===== src/rtl/adc_burst_sequencer.sv =====
// adc_burst_sequencer
// Runs one capture burst of BURST_LEN frames after a start pulse. A
// free-running tick counter (period SAMPLE_DIV) launches each frame. Every
// enabled channel is then converted in ascending order through the SPI master.
// Each result is written to the FIFO with its channel number in the top bits.
//
// Ports:
//   CLK_40, rst          clock and synchronous active-high reset
//   start, stop          one-cycle control pulses
//   chan_mask            channel enables, latched when a burst starts
//   spi_ena, spi_cmd     request and command word to the SPI master
//   spi_fin, spi_data    completion pulse and returned data from the SPI master
//   fifo_full            FIFO full flag
//   fifo_wr, fifo_din    FIFO write strobe and tagged sample
//   busy, done           burst in progress, end-of-burst pulse
//   overrun, missed_tick sticky error flags, cleared by the next accepted start
//   frame_cnt            frames completed in the current or last burst
//
// Optional build macro:
//   ADC_SEQ_OVERRUN_STOP_EN  when defined, the first sample dropped on a full
//                            FIFO ends the burst at that STORE.
`timescale 1ns/1ps
module adc_burst_sequencer #(
    parameter int NUM_CH     = 4,
    parameter int SAMPLE_DIV = 128,
    parameter int BURST_LEN  = 4096
) (
    input  logic              CLK_40,
    input  logic              rst,
    input  logic              start,
    input  logic              stop,
    input  logic [NUM_CH-1:0] chan_mask,
    output logic              spi_ena,
    output logic [15:0]       spi_cmd,
    input  logic              spi_fin,
    input  logic [15:0]       spi_data,
    input  logic              fifo_full,
    output logic              fifo_wr,
    output logic [15:0]       fifo_din,
    output logic              busy,
    output logic              done,
    output logic              overrun,
    output logic              missed_tick,
    output logic [19:0]       frame_cnt
);

    localparam int TW = (SAMPLE_DIV > 1) ? $clog2(SAMPLE_DIV) : 1;

    typedef enum logic [2:0] {IDLE, WAIT_TICK, CONVERT, STORE, DONE} state_t;

    state_t              state_q, state_d;
    logic [TW-1:0]       tickCnt_q, tickCnt_d;
    logic [NUM_CH-1:0]   mask_q, mask_d;
    logic [1:0]          chPtr_q, chPtr_d;
    logic [15:0]         word_q, word_d;
    logic [19:0]         frameCnt_q, frameCnt_d;
    logic                overrun_q, overrun_d;
    logic                missed_q, missed_d;
    logic                stopPend_q, stopPend_d;

    logic                tickHit;
    logic                busyInt;
    logic [1:0]          firstCh;
    logic [1:0]          nextCh;
    logic                hasNext;
    logic                unusedSpiBits;

    // Only the 12-bit conversion result is forwarded.
    assign unusedSpiBits = ^spi_data[15:12];

    assign tickHit = (tickCnt_q == TW'(SAMPLE_DIV - 1));
    assign busyInt = (state_q == WAIT_TICK) || (state_q == CONVERT) || (state_q == STORE);

    // Lowest enabled channel, and the lowest enabled channel above the current one.
    // The loops run downwards, so the last match found is the lowest index.
    always_comb begin
        firstCh = 2'd0;
        nextCh  = 2'd0;
        hasNext = 1'b0;
        for (int i = NUM_CH - 1; i >= 0; i--) begin
            if (mask_q[i]) begin
                firstCh = 2'(i);
                if (i > int'(chPtr_q)) begin
                    nextCh  = 2'(i);
                    hasNext = 1'b1;
                end
            end
        end
    end

    // Next-state and output logic. A stop seen while waiting for a tick ends the
    // burst at once. A stop raised during a conversion, or given together with
    // start, is held pending until the next STORE has finished.
    always_comb begin
        state_d    = state_q;
        tickCnt_d  = tickCnt_q;
        mask_d     = mask_q;
        chPtr_d    = chPtr_q;
        word_d     = word_q;
        frameCnt_d = frameCnt_q;
        overrun_d  = overrun_q;
        missed_d   = missed_q;
        stopPend_d = stopPend_q;
        spi_ena    = 1'b0;
        spi_cmd    = 16'h0000;
        fifo_wr    = 1'b0;
        done       = 1'b0;

        if (busyInt) begin
            tickCnt_d = tickHit ? '0 : tickCnt_q + 1'b1;
            if (stop) begin
                stopPend_d = 1'b1;
            end
        end

        case (state_q)
            IDLE: begin
                if (start && (|chan_mask)) begin
                    mask_d     = chan_mask;
                    frameCnt_d = 20'd0;
                    overrun_d  = 1'b0;
                    missed_d   = 1'b0;
                    tickCnt_d  = '0;
                    stopPend_d = stop;
                    state_d    = WAIT_TICK;
                end
            end
            WAIT_TICK: begin
                if (stop) begin
                    state_d = DONE;
                end else if (tickHit) begin
                    chPtr_d = firstCh;
                    state_d = CONVERT;
                end
            end
            CONVERT: begin
                spi_ena = 1'b1;
                spi_cmd = {4'b0001, 1'b1, 2'b00, chPtr_q, 7'b1000000};
                if (tickHit) begin
                    missed_d = 1'b1;
                end
                if (spi_fin) begin
                    word_d  = {chPtr_q, 2'b00, spi_data[11:0]};
                    state_d = STORE;
                end
            end
            STORE: begin
                if (tickHit) begin
                    missed_d = 1'b1;
                end
                if (!fifo_full) begin
                    fifo_wr = 1'b1;
                end else begin
                    overrun_d = 1'b1;
                end
                if (!hasNext) begin
                    frameCnt_d = frameCnt_q + 20'd1;
                end
                if (stopPend_q || stop) begin
                    state_d = DONE;
                end
`ifdef ADC_SEQ_OVERRUN_STOP_EN
                else if (fifo_full) begin
                    state_d = DONE;
                end
`endif
                else if (hasNext) begin
                    chPtr_d = nextCh;
                    state_d = CONVERT;
                end else if ((frameCnt_q + 20'd1) == 20'(BURST_LEN)) begin
                    state_d = DONE;
                end else begin
                    state_d = WAIT_TICK;
                end
            end
            DONE: begin
                done       = 1'b1;
                stopPend_d = 1'b0;
                state_d    = IDLE;
            end
            default: begin
                state_d = IDLE;
            end
        endcase
    end

    // State and datapath registers.
    always_ff @(posedge CLK_40) begin
        if (rst) begin
            state_q    <= IDLE;
            tickCnt_q  <= '0;
            mask_q     <= '0;
            chPtr_q    <= 2'd0;
            word_q     <= 16'h0000;
            frameCnt_q <= 20'd0;
            overrun_q  <= 1'b0;
            missed_q   <= 1'b0;
            stopPend_q <= 1'b0;
        end else begin
            state_q    <= state_d;
            tickCnt_q  <= tickCnt_d;
            mask_q     <= mask_d;
            chPtr_q    <= chPtr_d;
            word_q     <= word_d;
            frameCnt_q <= frameCnt_d;
            overrun_q  <= overrun_d;
            missed_q   <= missed_d;
            stopPend_q <= stopPend_d;
        end
    end

    assign busy        = busyInt;
    assign fifo_din    = word_q;
    assign overrun     = overrun_q;
    assign missed_tick = missed_q;
    assign frame_cnt   = frameCnt_q;

endmodule


===== config.mk =====
export PLATFORM = sky130hd
export DESIGN_NAME = adc_burst_sequencer
export DESIGN_NICKNAME = d
export VERILOG_FILES = /design/src/rtl/adc_burst_sequencer.sv
export SDC_FILE = /design/constraint.sdc
export NUM_CORES = 1
export LEC_CHECK = 0
export ABC_CLOCK_PERIOD_IN_PS = 7400
export CORE_MARGIN = 4
export CORE_UTILIZATION = 51
export DETAILED_ROUTE_END_ITERATION = 10
export GPL_TIMING_DRIVEN = 1
export HOLD_SLACK_MARGIN = 0.1
export PLACE_DENSITY = 0.92
export SLEW_MARGIN = 20
export SYNTH_ARGS = -nofsm -noshare
export SYNTH_HDL_FRONTEND = slang
export SYNTH_SLANG_ARGS = --single-unit
export TNS_END_PERCENT = 5

===== constraint.sdc =====
create_clock -name CLK_40 -period 7.4 [get_ports CLK_40]
set_clock_uncertainty 0.1 [all_clocks]
set_input_delay 1.48 -clock CLK_40 [delete_from_list [all_inputs] [get_ports CLK_40]]
set_output_delay 1.48 -clock CLK_40 [all_outputs]
set_load 0.02 [all_outputs]

==> results.md <==
* Most common library cells after synthesis: dfxtp_1, nor2_1, nand2_1, a21oi_1, buf_4
* Mapped Cells at 369
* Area of the mapped netlist at 2902 sq um
* Final hold viol count at 0
* Primary FF master, synth: dfxtp_1
* Core area at 5507 sq um
* Main combinational cell family by area after synthesis: simple AND/OR/NAND/NOR gates
* Total CTS buffers at 5
* Maximum vdd ir drop at 99.60 uV
* HPWL after DPL at 4667 um
* First-pass iteration count of the detailed router at 5
* # port buffers at 66
* GR Overflow Total at 0
* Synth Area in Simple Gates at 28.03%
* Filler instances at 501
* Area leader, netlist: dfxtp_1
* Total GRT Usage at 18.91%
* Post-synthesis xor/xnor area fraction at 4.183%
* Clk sink count at 53
* Tcrit/Tclk final at 56.67%
* Yosys warns at 0
* First-pass GRT wire length at 11200 um
* Post-CTS setup buffers at 0
* Crit path capture type: output pin
* Yosys cell types at 56
* Synthesis-stage register bit count at 53
* DRT iter0 DRCs at 171
* PostCTS Resize Cnt at 0
* Setup CP Type: primary input to output pin
* Initial Util at 52.69%
* Required time worst endpoint at 5.82 ns
* Initial antenna violation count at 0
* Area Growth Syn to Fin at 21.69%
* Crit-path max FO at 2
* Vias at 2700
* Worst Tran Pin Value at 0.7714 ns
* Total power at 0.5024 mW
* Final GP Congestion at 0.8547
* CP max stage cell: clkdlybuf4s50_1
* Vias in the first global route at 2483
* Sequential-to-total area share from yosys stat at 36.57%
* Slowest stage delay, CP at 0.60 ns
* Fraction of the mapped netlist area in adder cells at 1.294%
* Layout cells sized above 1 at 5.542%
* CP most frequent cell: clkdlybuf4s50_1
* Clock power frac at 32.3%
* DRT Wirelength at 6591 um
* MaxCap Viol Count at 0
* Largest net degree at the start of global routing at 47
* Die Height at 83.43 um
* TritonCTS clock tree: yes
* Startpoint Class: primary input
* Highest Clock Rate at 238.5 MHz
* H-tree level count at 2
* Post-DRT Antenna Nets at 0
* Worst min path class: flop to flop
* Internal at 0.3744 mW
* Number of nets in the final layout at 443
* TNS Setup at 0 ns
* Slew margin rel. at 48.14%
* CTS root buf: clkbuf_8
* Post-route minimum period at 4.194 ns
* Crit path buffers/inverters at 2
* WL/cell at 13.53 um
* Post-synth top area share at 36.57%
* Routed vias/inst at 5.544
* P_leak at 1.238 nW
* Combinational group share of total power at 9.6%
* Ports at 84
* Die Width at 83.43 um
* Crit-path cells: clkdlybuf4s50_1, nor2b_1, clkdlybuf4s50_1
* Clock latency at the later pin of the worst-skew pair at 0.31 ns
* CP delay by family, top: buffers and inverters
* Hold buffers post-CTS at 0
* Sequential Power Share at 58.1%
* Async set-reset flop share out of synthesis at 0%
* Rows at 27
* DIE AREA at 6960 sq um
* Final setup viols at 0
* Multiplexer area fraction after synthesis at 3.148%
* Top cells by area, synth: dfxtp_1, a21oi_1, nor2_1
* Sw Ratio at 25.48%
* P_sw at 0.1280 mW
* Final Slew Violations at 0
* ANT cells at 0
* Pwr/cell area at 142.3 nW/um^2
* Max Root-Sink Buffers at 2
* EDFF count, synth at 0
* Count leader, synth: dfxtp_1
* RSZ-0062 raised after global routing: false
* Mean Syn Cell Area at 7.863 sq um
* Post-synthesis compound-gate area fraction at 16.77%
* Status: completed
* Worst-path clk slew at 0.09 ns
* Crit path DAT at 2.61 ns
* Remaining DRCs at 0
[worst reg2reg max path, cell delays in order (launching register included)]
cell,delay (ns)
dfxtp_1,0.52
ha_1,0.33
nand3_2,0.20
nor4_2,0.50
xor2_1,0.11
nor4_1,0.19
a31oi_1,0.11
or4_4,0.55
a22o_1,0.21
[metal layers]
metal	share of wire (%)	routed length [um]	global-route usage, %	vias up
met2	49	3234	31.92	90
met1	44	2876	23.57	1253
met5	0	0	0	-
met4	0.93	61	6.433	0
li1	-	-	-	1348
met3	6.4	419	4.563	9
[cell usage in the layout (no fill, tap or decap), drive strengths merged, types with 2 or more instances in the layout]
cell / instances
inv: 4
and3: 4
nand2: 46
or3: 6
a21oi: 40
xor2: 7
nor4: 10
ha: 3
nor2b: 4
dfxtp: 53
a41oi: 3
nor3: 4
nor2: 49
a311oi: 3
conb: 13
a21o: 2
a22oi: 6
clkinv: 3
o21ai: 16
nand3: 14
xnor2: 6
clkbuf: 5
buf: 2
or2: 2
mux2i: 8
a31oi: 2
clkdlybuf4s50: 66
and2: 6
nand2b: 3
a211oi: 2
nand4: 7
[cell families (layout without fill, tap and decap cells)]
logic type / Yosys count / after routing
flip-flops: 53 / 53
adder cells (fa/ha/maj): 3 / 3
AO/OA/AOI/OAI: 81 / 81
AND/OR/NAND/NOR: 162 / 162
buffers and inverters: 47 / 81
other: 1 / 13
multiplexers: 9 / 9
XOR/XNOR: 13 / 13
[cell type report]
type | count | area (sq um) | share of cell area (%)
Clock inverter | 3 | 17.52 | 0.4961
Tap cell | 72 | 90.09 | 2.551
Timing Repair Buffer | 68 | 675.6 | 19.14
Inverter | 5 | 18.77 | 0.5315
Clock buffer | 5 | 68.82 | 1.949
Multi-Input combinational cell | 281 | 1599 | 45.29
Sequential cell | 53 | 1061 | 30.05
[power groups by stage]
stage / combinational, mW / clock [mW] / sequential [mW]
finish: 0.0483 / 0.162 / 0.292
detailed placement: 0.0480 / 0 / 0.299
floorplan: 0.0370 / 0 / 0.297
global placement: 0.0471 / 0 / 0.298
global route: 0.0537 / 0.180 / 0.293
CTS: 0.0481 / 0.168 / 0.292
[registers in the layout, summed over array words and instances (netlist names)]
name,cells
chPtr_q,2
fifo_din,14
frame_cnt,20
mask_q,4
missed_tick,1
overrun,1
state_q,3
stopPend_q,1
tickCnt_q,7
[path summary, 6_finish.rpt]
kind	slack [ns]	from	to	cells past startpoint
setup reg to reg	4.49	frame_cnt[0]	state_q[0]	8
hold reg to reg	0.36	fifo_din[1]	fifo_din[1]	2
hold / removal	0.36	fifo_din[1]	fifo_din[1]	2
setup / recovery	3.21	fifo_full	fifo_wr	3
[stage by stage]
| step | area, sq um | utilization, % | std cells | setup WS, ns | hold WS (ns) |
|---|---|---|---|---|---|
| 2_1_floorplan | 2947 | - | 381 | 4.036 | 0.3706 |
| 3_3_place_gp | 3445 | 62.55 | 479 | 3.210 | 0.3435 |
| 3_5_place_dp | 3445 | 62.55 | 479 | 3.200 | 0.3468 |
| 4_1_cts | 3531 | 64.12 | 487 | 3.204 | 0.3602 |
| 5_1_grt | 3531 | 64.12 | 487 | 3.192 | 0.3834 |
| 6_report | 3531 | 64.12 | 487 | 3.206 | 0.3589 |
Power figures use the tool's default switching activity.
